--- src/rtl/inst_queue.sv ---
// rtl/inst_queue.sv - fetch-to-decode instruction queue carrying instruction word and PC
// Circular buffer with separate occupancy counter; storage is never reset, only pointers and count.
module inst_queue #(
  parameter int XLEN  = 64,
  parameter int DEPTH = 4
) (
  input  logic            clk,
  input  logic            rst,
  input  logic            in_valid,
  output logic            in_ready,
  input  logic [31:0]     in_inst,
  input  logic [XLEN-1:0] in_pc,
  output logic            out_valid,
  input  logic            out_ready,
  output logic [31:0]     out_inst,
  output logic [XLEN-1:0] out_pc,
  input  logic            flush,
  output logic [$clog2(DEPTH):0] count
);

  localparam int AW = $clog2(DEPTH);
  localparam int CW = AW + 1;

  logic [AW-1:0]   wr_ptr;
  logic [AW-1:0]   rd_ptr;
  logic [CW-1:0]   count_q;
  logic            ready_en;
  logic            push;
  logic            pop;

  logic [31:0]     mem_inst [DEPTH];
  logic [XLEN-1:0] mem_pc   [DEPTH];

  // ready_en keeps in_ready low until the first edge after reset release
  assign in_ready  = ready_en && (count_q < CW'(DEPTH)) && !flush;
  assign out_valid = (count_q != '0);
  assign push      = in_valid && in_ready;
  assign pop       = out_valid && out_ready && !flush;
  assign count     = count_q;
  assign out_inst  = mem_inst[rd_ptr];
  assign out_pc    = mem_pc[rd_ptr];

  always_ff @(posedge clk or posedge rst) begin
    if (rst) begin
      wr_ptr   <= '0;
      rd_ptr   <= '0;
      count_q  <= '0;
      ready_en <= 1'b0;
    end else begin
      ready_en <= 1'b1;
      if (flush) begin
        wr_ptr  <= '0;
        rd_ptr  <= '0;
        count_q <= '0;
      end else begin
        if (push) wr_ptr <= wr_ptr + 1'b1;
        if (pop)  rd_ptr <= rd_ptr + 1'b1;
        case ({push, pop})
          2'b10:   count_q <= count_q + 1'b1;
          2'b01:   count_q <= count_q - 1'b1;
          default: count_q <= count_q;
        endcase
      end
    end
  end

  always_ff @(posedge clk) begin
    if (push) begin
      mem_inst[wr_ptr] <= in_inst;
      mem_pc[wr_ptr]   <= in_pc;
    end
  end

endmodule

--- config.mk ---
export PLATFORM = sky130hd
export DESIGN_NAME = inst_queue
export DESIGN_NICKNAME = d
export VERILOG_FILES = /design/src/rtl/inst_queue.sv
export SDC_FILE = /design/constraint.sdc
export NUM_CORES = 1
export LEC_CHECK = 0
export ABC_AREA = 1
export ABC_CLOCK_PERIOD_IN_PS = 7700
export BUFFER_PORTS_ARGS = -buffer_cell sky130_fd_sc_hd__buf_2
export CAP_MARGIN = 20
export CORE_MARGIN = 2
export CORE_UTILIZATION = 57
export DETAILED_ROUTE_END_ITERATION = 6
export GPL_TIMING_DRIVEN = 0
export PLACE_DENSITY = 0.75
export REMOVE_ABC_BUFFERS = 1
export SLEW_MARGIN = 20
export SYNTH_ARGS = -nofsm -noshare
export SYNTH_HDL_FRONTEND = slang
export SYNTH_SLANG_ARGS = --single-unit
--- constraint.sdc ---
create_clock -name clk -period 7.7 [get_ports clk]
set_input_delay 0 -clock clk [delete_from_list [all_inputs] [get_ports clk]]
set_output_delay 0 -clock clk [all_outputs]
set_load 0.02 [all_outputs]
Word-level counts from Yosys, hierarchy flattened
Memories as Yosys holds them, arrays and structs flattened.
Index checks and enable logic that the tools add are counted.
W data, S select, Z words.
Operators by class
  div/mod/pow operators: 0
  order comparisons: 1
  $add $sub $neg: 4
  equality and inequality tests: 2
  reduce and logical (&&, ||, !) cells: 10
  muxes and demuxes: 8
  bitwise operators: 0
  multipliers: 0
  shift-type cells: 0
Operators with widths (number)
  $mux W2: 4
  $pmux W3 S2: 1
  $reduce_bool A3 Y1: 2
  $logic_and A1 B1 Y1: 5
  $add A2 B1 Y2 const B: 2
  $reduce_bool A2 Y1: 2
  $add A3 B1 Y3 const B: 1
  $lt A3 B3 Y1 const B: 1
  $mux W3: 1
  $sub A3 B1 Y3 const B: 1
  $eq A2 B1 Y1 const B: 1
  $eq A2 B2 Y1 const B: 1
  $mux W1: 2
  $logic_not A1 Y1: 1
Word-level totals
  output and inout port bits: 101
  memories: 2
  ROM bits: 0
  bits in writable memories: 384
  flip-flop bits (word level): 8
  word-level logic and storage cells: 31
  latch bits: 0
  input bits: 101
Memory list
  mem_pc: words 4, bits a word 64, rd ports 1, clocked after Yosys merged registers in 0, wr ports 1, RTL line 32  | logic [XLEN-1:0] mem_pc [DEPTH];
  mem_inst: words 4, bits a word 32, rd ports 1, clocked after Yosys merged registers in 0, wr ports 1, RTL line 31  | logic [31:0] mem_inst [DEPTH];

Depth between registers and ports, before layout
Gate-level depths: netlist of the first run.
  depth in word-level cells: 7
  depth in mapped cells: 13
  depth with buffers taken out: 13

Worst setup path after synthesis of the first run
Ideal clock, no wire load.
  path type: flip-flop to flip-flop
  start: reg count_q[2], in the netlist count[2]
  end: mem mem_inst[0][0] (enable)
  library setup time: 0.551 ns
  period minus slack after synthesis: 5.504 ns
  required time: 7.149 ns
  path buffers: 0
  data arrival time: 4.953 ns
  slack: 2.196 ns
  stages on the path, launching flop included: 6
  cells stage by stage: dfrtp_1 > inv_1 > nand2_1 > nor3_4 > inv_1 > nor2_1
On the way
  longest elaborated chain between the ends: 6
RTL lines
  start, declared: RTL line 26  | logic [CW-1:0] count_q;
  start signal, assigned: RTL line 59  | 2'b10: count_q <= count_q + 1'b1;
  start signal, assigned: RTL line 60  | 2'b01: count_q <= count_q - 1'b1;
  start signal, assigned: RTL line 61  | default: count_q <= count_q;
  $lt A3 B3 Y1: RTL line 35  | assign in_ready = ready_en && (count_q < CW'(DEPTH)) && !flush;
  $logic_and A1 B1 Y1 (2 in series): RTL line 35
  $logic_and A1 B1 Y1: RTL line 37  | assign push = in_valid && in_ready;
  $mux W1: RTL line 68  | if (push) begin
  $mux W1 (not written as such): RTL line 69  | mem_inst[wr_ptr] <= in_inst;
  end, declared: RTL line 31
No other way between the ends.

Worst setup path after layout of the first run
  start: reg rd_ptr[0]
  end: out out_pc[39]
On the way
  longest elaborated chain between the ends: 1
RTL lines
  start, declared: RTL line 25  | logic [AW-1:0] rd_ptr;
  start signal, assigned: RTL line 57  | if (pop) rd_ptr <= rd_ptr + 1'b1;
  $mem_v2 Z4 W64
  end, declared: RTL line 16  | output logic [XLEN-1:0] out_pc,
No other way between the ends.

==> impl_metrics.json, run 1 <==
{
  "outcome": "complete, no violations",
  "ys_warn_count": 0,
  "synth-compound-area-share_pct": 10.9,
  "cts.sinks": 392,
  "power_w": 0.00452,
  "gp_congestion": 0.774,
  "synth_top_family_by_area": "compound AO/OA/AOI/OAI gates",
  "wl_met3_mm": 2.61,
  "fin_skew_ns": 0.0114,
  "hold_viol_final": 0,
  "met1_length_mm": 12.2,
  "track_usage_pct": 23.3,
  "p_leak_nw": 6.68,
  "synth_mux_area_share_pct": 0,
  "ant_nets": 0,
  "top_layer_used": "met4",
  "cts_buffer_depth": 3,
  "cp_max_fo": 135,
  "dp_slack_ns": 5.09,
  "critPathCaptureType": "primary output",
  "critPathMaxStageDelay_ns": 0.71,
  "hold_path_depth": 2,
  "routedWlPerCell_um": 19.0,
  "post_synth_inst_count": 1002,
  "cts_root_buf": "clkbuf_16",
  "netlist.area_leader.share_pct": 78.0,
  "ys_seq_area_share_pct": 79.4,
  "grt_pass1_vias": 9564,
  "numCtsBuffers": 39,
  "syn_avg_cell_area_um2": 14.8,
  "setup_viol": 0,
  "rr_worst_depth": 7,
  "start_util_pct": 58.4,
  "placed_area_um2": 16400,
  "cts_tree": "built",
  "slew_viol_final": 0,
  "drv_cap": 0,
  "rsz0062_at_grt": "no",
  "worstSetupPathType": "register to primary output",
  "post-route-cell-area_um2": 18700,
  "fin_util_pct": 73.9,
  "grt_remaining_overflow": 0,
  "htreeDepth": 2,
  "crit_top_cell": "buf_16",
  "vias": 9405,
  "grt_max_degree": 136,
  "synth-simple-area-share_pct": 5.93,
  "synth_area_um2": 14800,
  "dieHeight_um": 165,
  "period_needed_ns": 2.96,
  "synth-xor-area-share_pct": 0,
  "ioPinCount": 202,
  "ir_worst_vdd_v": 0.000187,
  "antenna_found_initial": 1,
  "area_growth_pct": 26.6,
  "cp.arrival_ns": 2.96,
  "cp.required_ns": 7.70,
  "insertion_delay_ns": 0.51,
  "fmax_mhz": 338,
  "viasPerCell": 5.65,
  "worst_slack_ns": 4.74,
  "synth_top_area_cell": "edfxtp_1",
  "ys_top_cells_by_area": "edfxtp_1 78%, nor2_1 5.1%, o22ai_1 4.1%",
  "timing.final.crit_share_pct": 38.4,
  "postCtsSetupBuffers": 0,
  "slew_headroom_pct": 57.6,
  "yosys_register_bits": 392,
  "hpwl_mm": 17.1,
  "power_density_nw_per_um2": 241,
  "drtIter0Drc": 761,
  "synth_fa_ha_area_share_pct": 0.474,
  "rows": 58,
  "drive_above_1_share_pct": 21.9,
  "hp-class": "primary input to register",
  "clkTransAtPathRegs_ns": 0.06,
  "grt_pass1_wl_mm": 49.0,
  "die-area_um2": 27200,
  "cp_cell_sequence": "buf_16 -> inv_8 -> buf_16 -> nor2_1 -> o22ai_1 -> buf_2",
  "drt_pass1_iterations": 5,
  "slowest_stage": "dfrtp_4",
  "synth_cell_type_count": 27,
  "start_kind": "register",
  "drcViolationCount": 0,
  "core_um2": 25300,
  "tightestPinTransition_ns": 0.635,
  "port_buffers": 201,
  "wl_met2_mm": 16.3,
  "drt_wl_total_mm": 31.6,
  "final_nets": 1414,
  "die_w_um": 165
}
-- flip-flops by register name (all words and copies together), names as in the netlist --
signal    count
mem_pc      256
mem_inst    128
count         3
rd_ptr        2
wr_ptr        2
ready_en      1
-- power breakdown --
part / internal [W] / leakage (nW) / switching [W]
sequential: 0.00237 / 3.57 / 0.0000125
combinational: 0.000123 / 2.50 / 0.000193
clock: 0.00109 / 0.609 / 0.000729
-- synth_stat cells --
library cell,number
edfxtp_1,384
nor2_1,202
o21ai_0,115
o22ai_1,96
o21ai_1,80
clkbuf_1,18
nand2_1,17
inv_1,16
buf_4,14
buf_6,14
buf_2,11
dfrtp_1,8
clkbuf_2,6
ha_1,4
nand3_1,3
a21oi_1,2
nand2_2,2
a21oi_2,1
conb_1,1
fa_1,1
inv_2,1
inv_4,1
nor2_2,1
nor3_1,1
nor3_4,1
o21a_1,1
o21bai_2,1
-- layout make-up --
class / instances / area [um2]
diodes: 1 / 2.50
well taps: 330 / 413
multi-input cells: 529 / 2590
repair buffers: 328 / 2650
fillers: 1538 / 6620
clock buffers: 52 / 1090
flip-flops and latches: 392 / 11700
inverters: 18 / 80.1
clock inverters: 16 / 148
-- routing by layer --
metal | track usage (%) | up-vias
met1 | 28.5 | 4583
met4 | 6.88 | 0
met2 | 41.4 | 373
met3 | 5.70 | 57
met5 | 0 | -
li1 | - | 4392
-- worst max-delay path: cells and delay by family, from the launching register on --
family / cells / cell delay (ns)
buf+inv: 4 / 1.29
flops: 1 / 0.71
compound gates: 1 / 0.23
simple gates: 1 / 0.11
-- cell families (layout without fill, tap and decap cells) --
kind of cell,count (synthesis),in the layout
AOI/OAI and AO/OA,296,296
other,1,2
adders and majority gates,5,5
buffers and inverters,81,414
DFF,392,392
and+or+nand+nor,227,227
-- path summary, 6_finish.rpt --
| kind | to | from | slack, ns |
|---|---|---|---|
| max | out_pc[39] | rd_ptr[0] | 4.74 |
| min | mem_inst[0][13] | in_inst[13] | 0.24 |
| max reg2reg | rd_ptr[0] | rd_ptr[0] | 4.95 |
| min reg2reg | count[2] | count[2] | 0.65 |
| max in group asynchronous | rd_ptr[0] | rst | 6.84 |
| min in group asynchronous | ready_en | rst | 0.58 |
-- metrics by stage --
step                      hold slack (ns)  instances  setup TNS (ns)
after floorplan                    -0.184        939               0
after global placement            -0.0274       1470         -410.82
after detailed placement          -0.0257       1494               0
after CTS                           0.220       1665               0
after global routing                0.233       1666               0
final                               0.237       1666               0
-- cell usage in the layout (no fill, tap or decap), drive strengths merged --
master and count:
clkbuf 52, buf 225, edfxtp 384, o21bai 1, conb 1, ha 4
clkinv 13, diode 1, o21a 1, bufinv 3, fa 1, nor3 2
o22ai 96, nor2 203, o21ai 195, a21oi 3, dlygate4sd3 103, inv 18
nand2 19, dfrtp 8, nand3 3
-- timing repair --
action                                 in CTS  in global routing
hold buffers                              103                  0
resized for setup                           0                  0
endpoints found under the hold margin     399                  0
Note: power is estimated with default switching activity, not from simulation.
==> run 2, diff against run 1 <==
- ABC_CLOCK_PERIOD_IN_PS: 7700 -> 3000
- clock period: 7.7 -> 3 ns (I/O delays scaled with it)
==> impl_metrics.json, run 2 (same netlist as run 1, synthesis figures left out) <==
{
  "outcome": "complete, no violations",
  "tightestPinTransition_ns": 0.636,
  "drcViolationCount": 0,
  "rows": 58,
  "ir_worst_vdd_v": 0.000481,
  "slew_viol_final": 0,
  "routedWlPerCell_um": 19.3,
  "postCtsSetupBuffers": 0,
  "area_growth_pct": 26.7,
  "drtIter0Drc": 734,
  "drv_cap": 0,
  "die-area_um2": 27200,
  "finalSetupTns_ns": 0,
  "swShare_pct": 20.8,
  "grt_pass1_vias": 9564,
  "timing.final.crit_share_pct": 92.2,
  "met1_usage_pct": 28.5,
  "critPathCaptureType": "primary output",
  "busiest_layer": "met2",
  "placed_area_um2": 16400,
  "fin_skew_ns": 0.00917,
  "vias": 9437,
  "period_needed_ns": 2.77,
  "worstSetupPathType": "register to primary output",
  "p_leak_nw": 6.69,
  "cp.required_ns": 3.00,
  "ant_nets": 0,
  "comb_power_share_pct": 7.1,
  "post-route-cell-area_um2": 18700,
  "port_buffers": 201,
  "timing.rr.start": "count[2]",
  "die_w_um": 165,
  "cp.arrival_ns": 2.77,
  "power_frac_seq_pct": 52.7,
  "drt_wl_total_mm": 32.2,
  "clockPowerShare_pct": 40.3,
  "drive_above_1_share_pct": 21.9,
  "drt_pass1_iterations": 5,
  "regMostFlops": "mem_pc",
  "track_usage_pct": 23.3,
  "viasPerCell": 5.66,
  "antenna_found_initial": 1,
  "start_util_pct": 58.4,
  "holdPathEnd": "mem_inst[1][13]",
  "grt_remaining_overflow": 0,
  "grt.met3_usage_pct": 5.70,
  "hold_path_depth": 2,
  "grt_max_degree": 136,
  "cts_buffer_depth": 3,
  "largest_reg_flops": 256,
  "netSwitchingPower_w": 0.00241,
  "p_int_w": 0.00920,
  "start_kind": "register",
  "crit_start": "rd_ptr[0]",
  "power_w": 0.0116,
  "setup_viol": 0,
  "hp-class": "primary input to register",
  "rrSetupSlack_ns": 0.34,
  "min_from": "in_inst[13]",
  "slew_headroom_pct": 57.5,
  "rr_worst_depth": 8,
  "cp_max_fo": 75,
  "ioPinCount": 202,
  "cts_tree": "built",
  "power_density_nw_per_um2": 620,
  "cts.sinks": 392,
  "gr-usage-met2_pct": 41.4,
  "fmax_mhz": 362,
  "final_nets": 1415,
  "numCtsBuffers": 39,
  "cts_root_buf": "clkbuf_16",
  "timing.rr.end": "mem_pc[3][8]",
  "core_um2": 25300,
  "gp_congestion": 0.774,
  "grt_pass1_wl_mm": 49.0,
  "hold_viol_final": 0,
  "insertion_delay_ns": 0.51,
  "rsz0062_at_grt": "no",
  "layout_common_cells": "384 x edfxtp_1, 201 x buf_2, 198 x nor2_1, 115 x o21ai_0, 103 x dlygate4sd3_1",
  "worst_slack_ns": 0.235,
  "clkTransAtPathRegs_ns": 0.06,
  "htreeDepth": 2,
  "hpwl_mm": 17.1,
  "dp_slack_ns": 0.388,
  "final_common_cell": "edfxtp_1",
  "fin_util_pct": 74.0,
  "dieHeight_um": 165
}
run 2: layout make-up:
type / count / area [um2]
Inverter: 18 / 80.1
Multi-Input combinational cell: 529 / 2590
Clock buffer: 52 / 1090
Antenna cell: 1 / 2.50
Fill cell: 1536 / 6590
Clock inverter: 16 / 148
Timing Repair Buffer: 329 / 2670
Tap cell: 330 / 413
Sequential cell: 392 / 11700
run 2: routing by layer:
layer  vias up  share of wire, %
met3        55               8.3
met1      4631                39
met4         0               1.7
li1       4393                 -
met5         -                 0
met2       358                51
run 2: power by group through the flow:
stage	sequential, W	combinational (W)	clock (W)
2_1_floorplan	0.00626	0.000340	0
3_3_place_gp	0.00628	0.000617	0
3_5_place_dp	0.00623	0.000694	0
4_1_cts	0.00612	0.000806	0.00472
5_1_grt	0.00612	0.000888	0.00495
6_report	0.00612	0.000821	0.00467
run 2: worst max-delay path, cell delays in order, from the launching register on:
cell and delay, ns:
dfrtp_4 0.71, buf_16 0.30, inv_8 0.31, buf_16 0.33, nor2_1 0.09, o22ai_1 0.22, buf_2 0.21
run 2: worst max path at each step:
stage	endpoint	slack [ns]	cells past startpoint
2_1_floorplan	mem_inst[0][0]	-2.50	5
3_3_place_gp	out_inst[6]	-5.66	4
3_5_place_dp	mem_inst[3][20]	0.39	8
4_1_cts	out_pc[7]	0.04	6
5_1_grt	out_inst[6]	0.08	6
6_report	out_pc[39]	0.23	6
run 2: stage by stage:
stage | hold WS, ns | std cells
2_1_floorplan | -0.184 | 939
3_3_place_gp | -0.0274 | 1470
3_5_place_dp | -0.0257 | 1494
4_1_cts | 0.220 | 1665
5_1_grt | 0.233 | 1667
6_report | 0.239 | 1667
run 2: timing repair:
item                                    4_1_cts  5_1_grt
resized for setup                             0        0
endpoints found under the setup margin        0       46
endpoints found under the hold margin       399        0
hold buffers                                103        0
